==> src/rtl/serial_vartheta_inv.sv <==
// Inverse vartheta layer for the SWAN64 serial decryption datapath.
// A half-block is split MSB-first into four columns c0..c3. Columns c0, c1 and c2
// are rotated left by PC, PB and PA respectively, one column per cycle.
// Bit 0 of x/y is the MSB, so vectors are declared ascending [0:SIDE_SIZE-1].
//
// Handshake contract (both sides): a transfer happens on a rising edge where
// valid && ready are both high. Once out_valid is raised it stays high, with y
// stable, until out_ready is seen. in_valid is ignored whenever in_ready is low.
module serial_vartheta_inv #(
  parameter int BLOCK_SIZE  = 64,
  parameter int SIDE_SIZE   = BLOCK_SIZE / 2,
  parameter int COLUMN_SIZE = SIDE_SIZE / 4,
  parameter int PA          = 1,
  parameter int PB          = 2,
  parameter int PC          = 7
) (
  input  logic                 clk,
  input  logic                 rst_n,
  input  logic                 in_valid,
  output logic                 in_ready,
  input  logic [0:SIDE_SIZE-1] x,
  output logic                 out_valid,
  input  logic                 out_ready,
  output logic [0:SIDE_SIZE-1] y,
  output logic                 busy,
  output logic [1:0]           dbg_state
);

  localparam int CS = COLUMN_SIZE;

  typedef enum logic [1:0] {
    IDLE = 2'd0,
    BUSY = 2'd1,
    DONE = 2'd2
  } state_e;

  state_e               state_q, state_d;
  logic [1:0]           cnt_q, cnt_d;
  logic [0:SIDE_SIZE-1] work_q, work_d;
  logic [0:SIDE_SIZE-1] res_q, res_d;
  logic [0:SIDE_SIZE-1] y_q, y_d;
  logic                 out_valid_q, out_valid_d;
  logic                 init_q;

  logic [0:CS-1]        col0, col1, col2, col3;
  logic [0:CS-1]        rot0, rot1, rot2;
  logic [0:SIDE_SIZE-1] res_next;

  // Column slices of the work register and their constant left rotations.
  assign col0 = work_q[0*CS +: CS];
  assign col1 = work_q[1*CS +: CS];
  assign col2 = work_q[2*CS +: CS];
  assign col3 = work_q[3*CS +: CS];
  assign rot0 = {col0[PC:CS-1], col0[0:PC-1]};
  assign rot1 = {col1[PB:CS-1], col1[0:PB-1]};
  assign rot2 = {col2[PA:CS-1], col2[0:PA-1]};

  // in_ready stays low until the first edge after reset release (init_q).
  assign in_ready  = init_q && ((state_q == IDLE) || ((state_q == DONE) && out_ready));
  assign out_valid = out_valid_q;
  assign y         = y_q;
  assign busy      = (state_q == BUSY);
  assign dbg_state = state_q;

  // Result register with the current column (selected by cnt) replaced.
  always_comb begin
    res_next = res_q;
    case (cnt_q)
      2'd0:    res_next[0*CS +: CS] = rot0;
      2'd1:    res_next[1*CS +: CS] = rot1;
      2'd2:    res_next[2*CS +: CS] = rot2;
      default: res_next[3*CS +: CS] = col3;
    endcase
  end

  // Next-state and datapath updates for the IDLE/BUSY/DONE controller.
  always_comb begin
    state_d     = state_q;
    cnt_d       = cnt_q;
    work_d      = work_q;
    res_d       = res_q;
    y_d         = y_q;
    out_valid_d = out_valid_q;
    case (state_q)
      IDLE: begin
        if (in_valid && in_ready) begin
          work_d  = x;
          cnt_d   = 2'd0;
          state_d = BUSY;
        end
      end
      BUSY: begin
        res_d = res_next;
        cnt_d = cnt_q + 2'd1;
        if (cnt_q == 2'd3) begin
          y_d         = res_next;
          out_valid_d = 1'b1;
          state_d     = DONE;
        end
      end
      DONE: begin
        if (out_ready) begin
          out_valid_d = 1'b0;
          if (in_valid) begin
            // Output and input handshakes complete on the same edge.
            work_d  = x;
            cnt_d   = 2'd0;
            state_d = BUSY;
          end else begin
            state_d = IDLE;
          end
        end
      end
      default: begin
        state_d     = IDLE;
        out_valid_d = 1'b0;
      end
    endcase
  end

  // State and datapath registers; reset discards any in-flight half-block.
  always_ff @(posedge clk or negedge rst_n) begin
    if (!rst_n) begin
      state_q     <= IDLE;
      cnt_q       <= 2'd0;
      work_q      <= '0;
      res_q       <= '0;
      y_q         <= '0;
      out_valid_q <= 1'b0;
      init_q      <= 1'b0;
    end else begin
      state_q     <= state_d;
      cnt_q       <= cnt_d;
      work_q      <= work_d;
      res_q       <= res_d;
      y_q         <= y_d;
      out_valid_q <= out_valid_d;
      init_q      <= 1'b1;
    end
  end

endmodule

==> config.mk <==
export PLATFORM = sky130hd
export DESIGN_NAME = serial_vartheta_inv
export DESIGN_NICKNAME = d
export VERILOG_FILES = /design/src/rtl/serial_vartheta_inv.sv
export SDC_FILE = /design/constraint.sdc
export NUM_CORES = 1
export LEC_CHECK = 0
export ABC_CLOCK_PERIOD_IN_PS = 3200
export CAP_MARGIN = 30
export CORE_MARGIN = 3
export CORE_UTILIZATION = 55
export CTS_CLUSTER_SIZE = 40
export DETAILED_ROUTE_END_ITERATION = 16
export PLACE_DENSITY = 0.83
export SLEW_MARGIN = 15
export SYNTH_ARGS = -nofsm -noshare
export SYNTH_HDL_FRONTEND = slang
export SYNTH_SLANG_ARGS = --single-unit
==> constraint.sdc <==
create_clock -name clk -period 3.2 [get_ports clk]
set_input_delay 0.8 -clock clk [delete_from_list [all_inputs] [get_ports clk]]
set_output_delay 0.8 -clock clk [all_outputs]
set_load 0.03 [all_outputs]
==> reports/summary.txt <==
clock buffer depth = 2
WL final = 7040 µm
final global-route overflow total = 0
Syn Nets = 311
crit-path most repeated cell = clkdlybuf4s50_1
core area = 6530 µm²
n_diodes = 0
EDFF count, synth = 0
Layout fillers = 454
Netlist cell types = 24
Final Wtd Congestion = 0.736
yosys warns = 0
Peak VDD IR = 0.000543 V
Routed Antenna Nets = 0
Buf/Inv on CP = 2
Worst slew margin = 52.9%
Leak = 2.10 nW
total track usage = 19.5%
skew final = 11.7 ps
P per Cell Area = 1050 nW/µm²
MaxCap Viol Count = 0
Final period util = 95.2%
CTS tree = done
Crit path required time = 2400 ps
layout cells sized above 1 = 25.1%
Sum Neg Setup Slack = 0 ps
largest net degree at the start of global routing = 58
sequential fraction of the synthesis area = 62.0%
Worst-Margin Slew = 707 ps
Worst setup SP type = input pin
CP max FO = 3
CTS Hold Bufs = 0
ys async rst share = 100%
Avg Cell Area, Syn = 14.0 µm²
CTS Buf Count = 9
RSZ-0062 raised after global routing = false
number of I/O pins = 73
dpl ws = 147 ps
clock latency at the later pin of the worst-skew pair = 350 ps
Final WS setup = 153 ps
Period minus WS final = 3050 ps
total setup buffers inserted after CTS = 0
drt via density = 5.39
First-pass DRT Iterations = 4
WL met3 = 212 µm
number of global-route vias before repair = 2,457
initial antenna violation count = 0
nets = 386
htree depth = 3
Pins Over Slew Limit = 0
first-pass GRT wire length = 11,600 µm
Reg clk slew, reported paths = 90 ps
Die W = 89.1 µm
Top FF cell, synth = dfrtp_1
highest routed layer = met4
Rows = 29
Slowest Stage Delay on Critical Path = 580 ps
DRT iter0 DRCs = 77
CP max-delay cell = clkdlybuf4s50_1
Via Count = 2,306
hpwl dp = 4830 µm
final setup fails = 0
Synth Register Bits = 94
full die area = 7930 µm²
Initial Util = 58.1%
Port Buf Inserts = 72
Mapped Area = 3790 µm²
CP arrival = 2250 ps
P&R area growth vs syn = 27.3%
Mapped Cells = 271
Hold/Removal Path Class = reg -> reg
CTS Root Cell = clkbuf_8
WL/cell = 16.5 µm
clk sinks = 94
M1 wire length = 2970 µm
status = finished clean
metal2 WL = 3740 µm
CP Capture Type = output port
worst path cell trace = clkdlybuf4s50_1, or2b_1, and3b_1, clkdlybuf4s50_1
Largest delay share family, worst path = buffers and inverters
Final Core Density = 73.9%
max frequency = 328 MHz
DRC viols = 0
Hold Violations, Final = 0
critical path type = in -> out
Die H = 89.1 µm
PostCTS Resize Cnt = 0
synthesized netlist by cell type, types with 2 or more instances:
master	instances	area share, %
nand2_2	3	0.49
mux2_2	62	18
buf_6	3	0.89
buf_2	2	0.26
clkbuf_1	7	0.69
dfrtp_1	94	62
nand2_1	28	2.8
mux2i_1	25	6.6
ha_1	4	1.3
inv_1	2	0.20
mux2_1	2	0.59
o21ai_0	27	3.6
report_power, final:
part / switching, mW / internal [mW] / total (mW) / leakage [nW]
Clock: 0.397 / 0.483 / 0.880 / 0.116
Combinational: 1.03 / 1.04 / 2.08 / 0.846
Sequential: 0.340 / 1.76 / 2.10 / 1.14
per-stage QoR:
| step | cell area (µm²) | hold slack, ps | power, mW | instances |
|---|---|---|---|---|
| detailed placement | 4600 | 469 | 4.22 | 412 |
| floorplan | 3790 | 476 | 3.46 | 271 |
| CTS | 4830 | 492 | 5.11 | 428 |
| global placement | 4600 | 462 | 4.12 | 412 |
| global route | 4830 | 514 | 5.37 | 428 |
| finish | 4830 | 485 | 5.06 | 428 |
kinds of logic (layout without fill, tap and decap cells):
family | after synthesis | count (layout) | synth area share [%]
simple gates | 37 | 37 | 4.65
buf+inv | 16 | 96 | 2.24
other cells | 1 | 1 | 0.0988
mux | 89 | 89 | 25.6
flops | 94 | 94 | 62.0
fa+ha+maj | 4 | 4 | 1.32
compound gates | 30 | 30 | 4.09
registers in the layout, summed over array words and instances, names as in the netlist:
| signal | flops |
|---|---|
| work_q | 32 |
| init_q | 1 |
| y | 32 |
| res_q | 24 |
| dbg_state | 2 |
| cnt_q | 2 |
| out_valid | 1 |
layer usage:
metal  vias up  track usage (%)
li1       1085                -
met1      1167             24.0
met2        42             33.9
met3        12             3.69
met4         0             7.71
met5         -                0
layout by cell type (no fill, tap or decap), types with 2 or more instances in the layout:
cell type	count
bufinv_16	2
mux2i_1	25
o21ai_0	27
nand2_2	3
dfrtp_1	94
clkbuf_8	11
inv_1	2
ha_1	4
buf_4	4
mux2_2	62
clkdlybuf4s50_1	71
nand2_1	28
buf_12	2
mux2_1	2
final timing paths:
kind                                start   endpoint  slack (ps)  cells after the start
worst max-delay path            out_ready   in_ready         150                      4
max in group asynchronous           rst_n       y[7]        2060                      2
worst min register to register      y[11]      y[11]         480                      2
min in group asynchronous           rst_n  res_q[20]         500                      1
worst min-delay path                y[11]      y[11]         480                      2
worst max register to register   cnt_q[0]   res_q[1]        1390                      4
final cells by class:
class | instances | area (µm²) | share of cell area, %
sequential | 94 | 2350 | 48.7
multi-input combinational | 161 | 1360 | 28.1
timing repair buffer | 77 | 781 | 16.2
clock buffer | 11 | 151 | 3.13
tap | 77 | 96.3 | 1.99
clock inverter | 5 | 81.3 | 1.68
inverter | 3 | 11.3 | 0.233
tightest hold or removal path, delay by kind of cell (launching register included):
family / cells / cell delay, ps
AOI/OAI and AO/OA: 1 / 60
and+or+nand+nor: 1 / 50
DFF: 1 / 350
No activity file was read; power rests on OpenSTA's default activity.
==> edit 1: new RTL, config.mk and constraints unchanged <==
Reset style: synchronous (`rst_n`), changed in one clocked block.
--- a/src/rtl/serial_vartheta_inv.sv
+++ b/src/rtl/serial_vartheta_inv.sv
@@ -119,7 +119,7 @@
   end
 
   // State and datapath registers; reset discards any in-flight half-block.
-  always_ff @(posedge clk or negedge rst_n) begin
+  always_ff @(posedge clk) begin
     if (!rst_n) begin
       state_q     <= IDLE;
       cnt_q       <= 2'd0;
Formal check against the unedited RTL: differs if rst_n is asserted again (counterexample within 4 cycles, from zero or initial values and one cycle with rst_n low); with rst_n held inactive, the same outputs for 10 cycles.
==> edit 1 against the original RTL <==
  * Sequential cell count stayed put
  * Worst setup slack better by 5.9 ps
  * Global-route usage is 0.52 points lower
  * Synthesized area is 4.4% higher
  * Cell area hardly changed
  * Wire length is 10% higher
  * Count of clock-buffer cells in the layout is 2 lower
  * Critical endpoint unchanged
Power is not compared: it rests on default switching activity, and its combinational part moved more than twofold at a synthesized area within 25%.
==> edit 1: results (changes against the original RTL) <==
| Metric | Value |
|---|---|
| Run status | finished, final reports clean (unchanged) |
| Detailed-router iteration count before antenna repair | 4 (unchanged) |
| Worst-case reg-to-reg path depth | 5 (was 4) |
| Sequential-to-total area share from yosys stat | 47.5% (was 62.0%) |
| Largest clock skew in the final design | 4.54 ps (was 11.7 ps) |
| Layout net count | 492 (was 386) |
| Data arrival, critical path | 2240 ps |
| Met2 usage in global routing | 33.4% (was 33.9%) |
| Critical R2R Capture | res_q[7]$_SDFFE_PN0P_ (was res_q[1]$_DFFE_PN0P_) |
| Post-synth top cells | nand2_1 (104), dfxtp_1 (94), mux2i_1 (81) (was dfrtp_1 (94), mux2_2 (62), nand2_1 (28)) |
| Period utilisation layout | 95.0% (was 95.2%) |
| Routed wl met2 | 3.90 mm (was 3.74 mm) |
| Clock Path Buffers | 2 (unchanged) |
| Met1 Track Usage GR | 23.6% (was 24.0%) |
| Synth async-reset ratio | 0% (was 100%) |
| Post-place instance area | 4630 sq um (was 4600 sq um) |
| Per-cell routed wire length | 14.0 um (was 16.5 um) |
| RePlAce Congestion | 0.766 (was 0.736) |
| Metal1 wirelength | 3.54 mm (was 2.97 mm) |
| Yosys top cell area share | 47.5% (was 62.0%) |
| Grt met3 use | 3.00% (was 3.69%) |
| Uppermost metal layer occupied by signal nets | met4 (unchanged) |
| CTS Root Buffer Type | clkbuf_8 (unchanged) |
| Post-synthesis area per instance | 9.95 sq um (was 14.0 sq um) |
| Number of antenna violations at the first check in global routing | 0 (unchanged) |
| Worst setup path endpoint | in_ready (unchanged) |
| Reg-to-reg slack, setup | 1170 ps (was 1390 ps) |
| Wire length reported by the detailed router | 7.75 mm (was 7.04 mm) |
| Type of the most critical hold path | reg2reg (unchanged) |
| Ant. Diodes | 0 (unchanged) |
| Worst setup slack after placement | 160 ps (was 147 ps) |
| Vias per inst | 5.12 (was 5.39) |
| Placed instance count | 537 (was 412) |
| Syn Nets | 438 (was 311) |
| Clock input transition at the sequential cells of the worst setup and hold paths | 90 ps (about the same) |
| Total half-perimeter wirelength after legalization and detailed placement | 5.22 mm (was 4.83 mm) |
| Worst R2R Start | cnt_q[0]$_SDFFE_PN0P_ (was cnt_q[0]$_DFFE_PN0P_) |
| GR Util All Layers | 18.9% (was 19.5%) |
| H-tree levels | 3 (unchanged) |
| Synth area leaders | dfxtp_1 (48%), mux2i_1 (20%), nand2_1 (9.9%) (was dfrtp_1 (62%), mux2_2 (18%), mux2i_1 (6.6%)) |
| Share of final-layout standard cells stronger than drive strength 1 | 5.25% (was 25.1%) |
| Ys flop type | dfxtp_1 (was dfrtp_1) |
| EDFF count, synth | 0 (unchanged) |
| Length of routed met3 wiring | 224 um (was 212 um) |
| Peak VDD IR | 0.285 mV |
| Maximum number of pins on one net before global-route repair | 61 (was 58) |
| Delay of the slowest cell on the worst path | 700 ps (was 580 ps) |
| Max stage delay cell, worst path | clkdlybuf4s50_1 (unchanged) |
| Wire length of the first global-routing pass | 12.9 mm (was 11.6 mm) |
| Max-slew headroom at the worst pin | 60.8% (was 52.9%) |
| Detailed Route Iter0 Violations | 110 (was 77) |
## edit 1: area by class of cell
cell class | count | area (sq um)
Sequential cell | 94 | 1880
Timing Repair Buffer | 77 | 768
Clock buffer | 9 | 124
Multi-Input combinational cell | 267 | 1850
Fill cell | 534 | 2080
Clock inverter | 7 | 73.8
Inverter | 3 | 11.3
Tap cell | 96 | 120
## edit 1: how the worst min path moves through the flow
stage / from / endpoint / slack, ps / cells past startpoint
floorplan: work_q[24]$_SDFFE_PN0P_ / work_q[24]$_SDFFE_PN0P_ / 430 / 2
global placement: work_q[29]$_SDFFE_PN0P_ / work_q[29]$_SDFFE_PN0P_ / 440 / 2
detailed placement: work_q[26]$_SDFFE_PN0P_ / work_q[26]$_SDFFE_PN0P_ / 450 / 2
CTS: work_q[28]$_SDFFE_PN0P_ / y[28]$_SDFFE_PN0P_ / 460 / 2
global route: work_q[20]$_SDFFE_PN0P_ / work_q[20]$_SDFFE_PN0P_ / 500 / 2
finish: work_q[25]$_SDFFE_PN0P_ / work_q[25]$_SDFFE_PN0P_ / 460 / 2
## edit 1: power groups by stage
stage	sequential, mW	clock, mW	combinational, mW
floorplan	1.24	0	0.124
global placement	1.24	0	0.180
detailed placement	1.24	0	0.184
CTS	1.21	0.792	0.185
global route	1.22	0.837	0.199
finish	1.21	0.777	0.184
## edit 1: logic make-up (layout without fill, tap and decap cells)
logic type      count (synthesis)  count (layout)  synth area share, %
buf+inv                        37              96                 5.94
fa+ha+maj                       4               4                 1.26
mux                            81              81                 20.5
flops                          94              94                 47.5
simple gates                  144             144                 16.4
compound gates                 38              38                 8.46
## edit 1: tightest hold or removal path: cells and delay by family, from the launching register on
kind / cells / cell delay, ps
flops: 1 / 320
simple gates: 1 / 50
mux: 1 / 50
==> edit 2: new RTL, same settings <==
Without the edit above. Take the reset off `res_q` and load it in a clocked block of its own.
--- a/src/rtl/serial_vartheta_inv.sv
+++ b/src/rtl/serial_vartheta_inv.sv
@@ -124,7 +124,6 @@
       state_q     <= IDLE;
       cnt_q       <= 2'd0;
       work_q      <= '0;
-      res_q       <= '0;
       y_q         <= '0;
       out_valid_q <= 1'b0;
       init_q      <= 1'b0;
@@ -132,12 +131,15 @@
       state_q     <= state_d;
       cnt_q       <= cnt_d;
       work_q      <= work_d;
-      res_q       <= res_d;
       y_q         <= y_d;
       out_valid_q <= out_valid_d;
       init_q      <= 1'b1;
     end
   end
 
+  always_ff @(posedge clk) begin
+    res_q <= res_d;
+  end
+
 endmodule
 
Formal check against the unedited RTL: same outputs for any inputs over 10 cycles, from zero or initial values and one cycle with rst_n low; that may be too few to reach the edited logic, so the function may still have changed.
==> edit 2 against the original RTL <==
  * Power rose by 8.3%
  * Critical path depth unchanged
  * Register-to-register slack worse by 500 ps
  * Die area grew 3.5%
  * Critical path type unchanged
  * Count of clock-buffer cells in the layout unchanged
  * Synthesized area grew 3.7%
  * Wire length is 1.2% higher
  * Highest routed layer unchanged
  * Sequential cell count grew 5
  * Largest cell class unchanged
  * Worst setup slack lost 3.7 ps
  * Cell area up 2.2%
  * Hold slack got worse by 240 ps
  * Clock skew is 1.6 ps higher
  * Utilization decreased by 2.1 points
==> edit 2: results (changes against the original RTL) <==
| Metric | Value |
|---|---|
| Run status | finished, final reports clean (unchanged) |
| Metal1 wirelength | 2.95 mm (was 2.97 mm) |
| Detailed Route Iter0 Violations | 58 (was 77) |
| Length of routed met3 wiring | 439 um (was 212 um) |
| Data arrival, critical path | 2250 ps (about the same) |
| Clock Path Buffers | 2 (unchanged) |
| Layout net count | 345 (was 386) |
| Total Die Area | 8210 sq um (was 7930 sq um) |
| Uppermost metal layer occupied by signal nets | met4 (unchanged) |
| Placed instance count | 390 (was 412) |
| Total half-perimeter wirelength after legalization and detailed placement | 4.79 mm (was 4.83 mm) |
| Total of endpoints with negative setup slack in the final report | 0 (unchanged) |
| Crit path launch | out_ready (unchanged) |
| Via count of the first global-routing pass | 2,410 (was 2,457) |
| RePlAce Congestion | 0.762 (was 0.736) |
| Max-slew headroom at the worst pin | 42.6% (was 52.9%) |
| CTS Root Buffer Type | clkbuf_8 (unchanged) |
| Period utilisation layout | 95.3% (was 95.2%) |
| H-tree levels | 3 (unchanged) |
| Synth async-reset ratio | 70.7% (was 100%) |
| Largest clock skew in the final design | 13.3 ps (was 11.7 ps) |
| Post-synth top cells | mux2_2 (91), dfrtp_1 (70), edfxtp_1 (29) (was dfrtp_1 (94), mux2_2 (62), nand2_1 (28)) |
| Synth area leaders | dfrtp_1 (45%), mux2_2 (26%), edfxtp_1 (22%) (was dfrtp_1 (62%), mux2_2 (18%), mux2i_1 (6.6%)) |
| Peak VDD IR | 0.586 mV (was 0.543 mV) |
| Number of buffers inserted by port buffering | 72 (unchanged) |
| Sequential-to-total area share from yosys stat | 66.6% (was 62.0%) |
| Syn Nets | 267 (was 311) |
| Wire length of the first global-routing pass | 12.2 mm (was 11.6 mm) |
| Reg-to-reg slack, setup | 890 ps (was 1390 ps) |
| Number of cells upsized or downsized after cts | 0 (unchanged) |
| Cell variety after synth | 23 (was 24) |
| Worst setup slack after placement | 145 ps (was 147 ps) |
| Per-cell routed wire length | 17.5 um (was 16.5 um) |
| Clock Latency Late Sink | 370 ps (was 350 ps) |
| Final Instance Count excl. Fillers | 406 (was 428) |
| Worst setup path endpoint | in_ready (unchanged) |
| Switching Share | 33.7% (was 35.1%) |
| Critical R2R Capture | y[12]$_DFFE_PN0P_ (was res_q[1]$_DFFE_PN0P_) |
| EDFF count, synth | 29 (was 0) |
| Ant. Diodes | 0 (unchanged) |
| Share of final-layout standard cells stronger than drive strength 1 | 37.1% (was 25.1%) |
| Routed wl met2 | 3.65 mm (was 3.74 mm) |
| Gate count after technology mapping | 227 (was 271) |
| Post-CTS repair timing setup buffer count | 0 (unchanged) |
| Leakage power total | 2.00 nW (was 2.10 nW) |
| Vias per inst | 5.23 (was 5.39) |
| Worst R2R Start | dbg_state[1]$_DFFE_PN0P_ (was cnt_q[0]$_DFFE_PN0P_) |
| Type of the most critical hold path | in2async (was reg2reg) |
| Maximum number of pins on one net before global-route repair | 36 (was 58) |
| GR Util All Layers | 19.3% (was 19.5%) |
==> edit 2: changes by cell type after synthesis, sizes merged <==
cell	before	now
nand2	31	5
dfrtp	94	70
o21ai	27	3
edfxtp	0	29
clkinv	1	0
nand3b	1	0
mux2i	25	1
inv	2	3
clkbuf	7	4
mux2	64	93
==> edit 2: layout make-up <==
cell class                      instances  area, sq um
Tap cell                               96          120
Clock inverter                          5         85.1
Timing Repair Buffer                   77          751
Inverter                                3         11.3
Clock buffer                           11          131
Multi-Input combinational cell        115         1210
Fill cell                             476         1930
Sequential cell                        99         2620
==> edit 2: logic make-up after synthesis <==
logic type	Yosys count	share of synthesized area, %
flops	99	66.6
mux	94	26.9
buf+inv	13	2.48
simple gates	10	1.75
compound gates	6	0.890
fa+ha+maj	4	1.27
other cells	1	0.0953
==> edit 2: power by group through the flow <==
stage / logic, mW / registers [mW] / clock network (mW)
6_report: 2.25 / 2.36 / 0.865
3_5_place_dp: 2.27 / 2.40 / 0
2_1_floorplan: 1.09 / 2.74 / 0
3_3_place_gp: 2.20 / 2.35 / 0
5_1_grt: 2.41 / 2.44 / 0.950
4_1_cts: 2.28 / 2.37 / 0.889
==> edit 2: metrics by stage <==
step | instance area, sq um | hold WS [ps] | power (mW)
floorplan | 3940 | 452 | 3.84
global placement | 4720 | 464 | 4.55
detailed placement | 4720 | 477 | 4.67
CTS | 4940 | 227 | 5.54
global route | 4940 | 215 | 5.80
finish | 4940 | 242 | 5.48
==> edit 2: critical path, cell delays in order <==
cell and delay, ps:
clkdlybuf4s50_1 440, or2b_1 250, and3b_1 170, clkdlybuf4s50_1 580
==> edit 2: routing by layer <==
layer	vias up	GRT usage (%)
met2	52	32.2
met3	9	7.83
met1	1092	23.2
li1	971	-
met5	-	0
met4	0	4.97
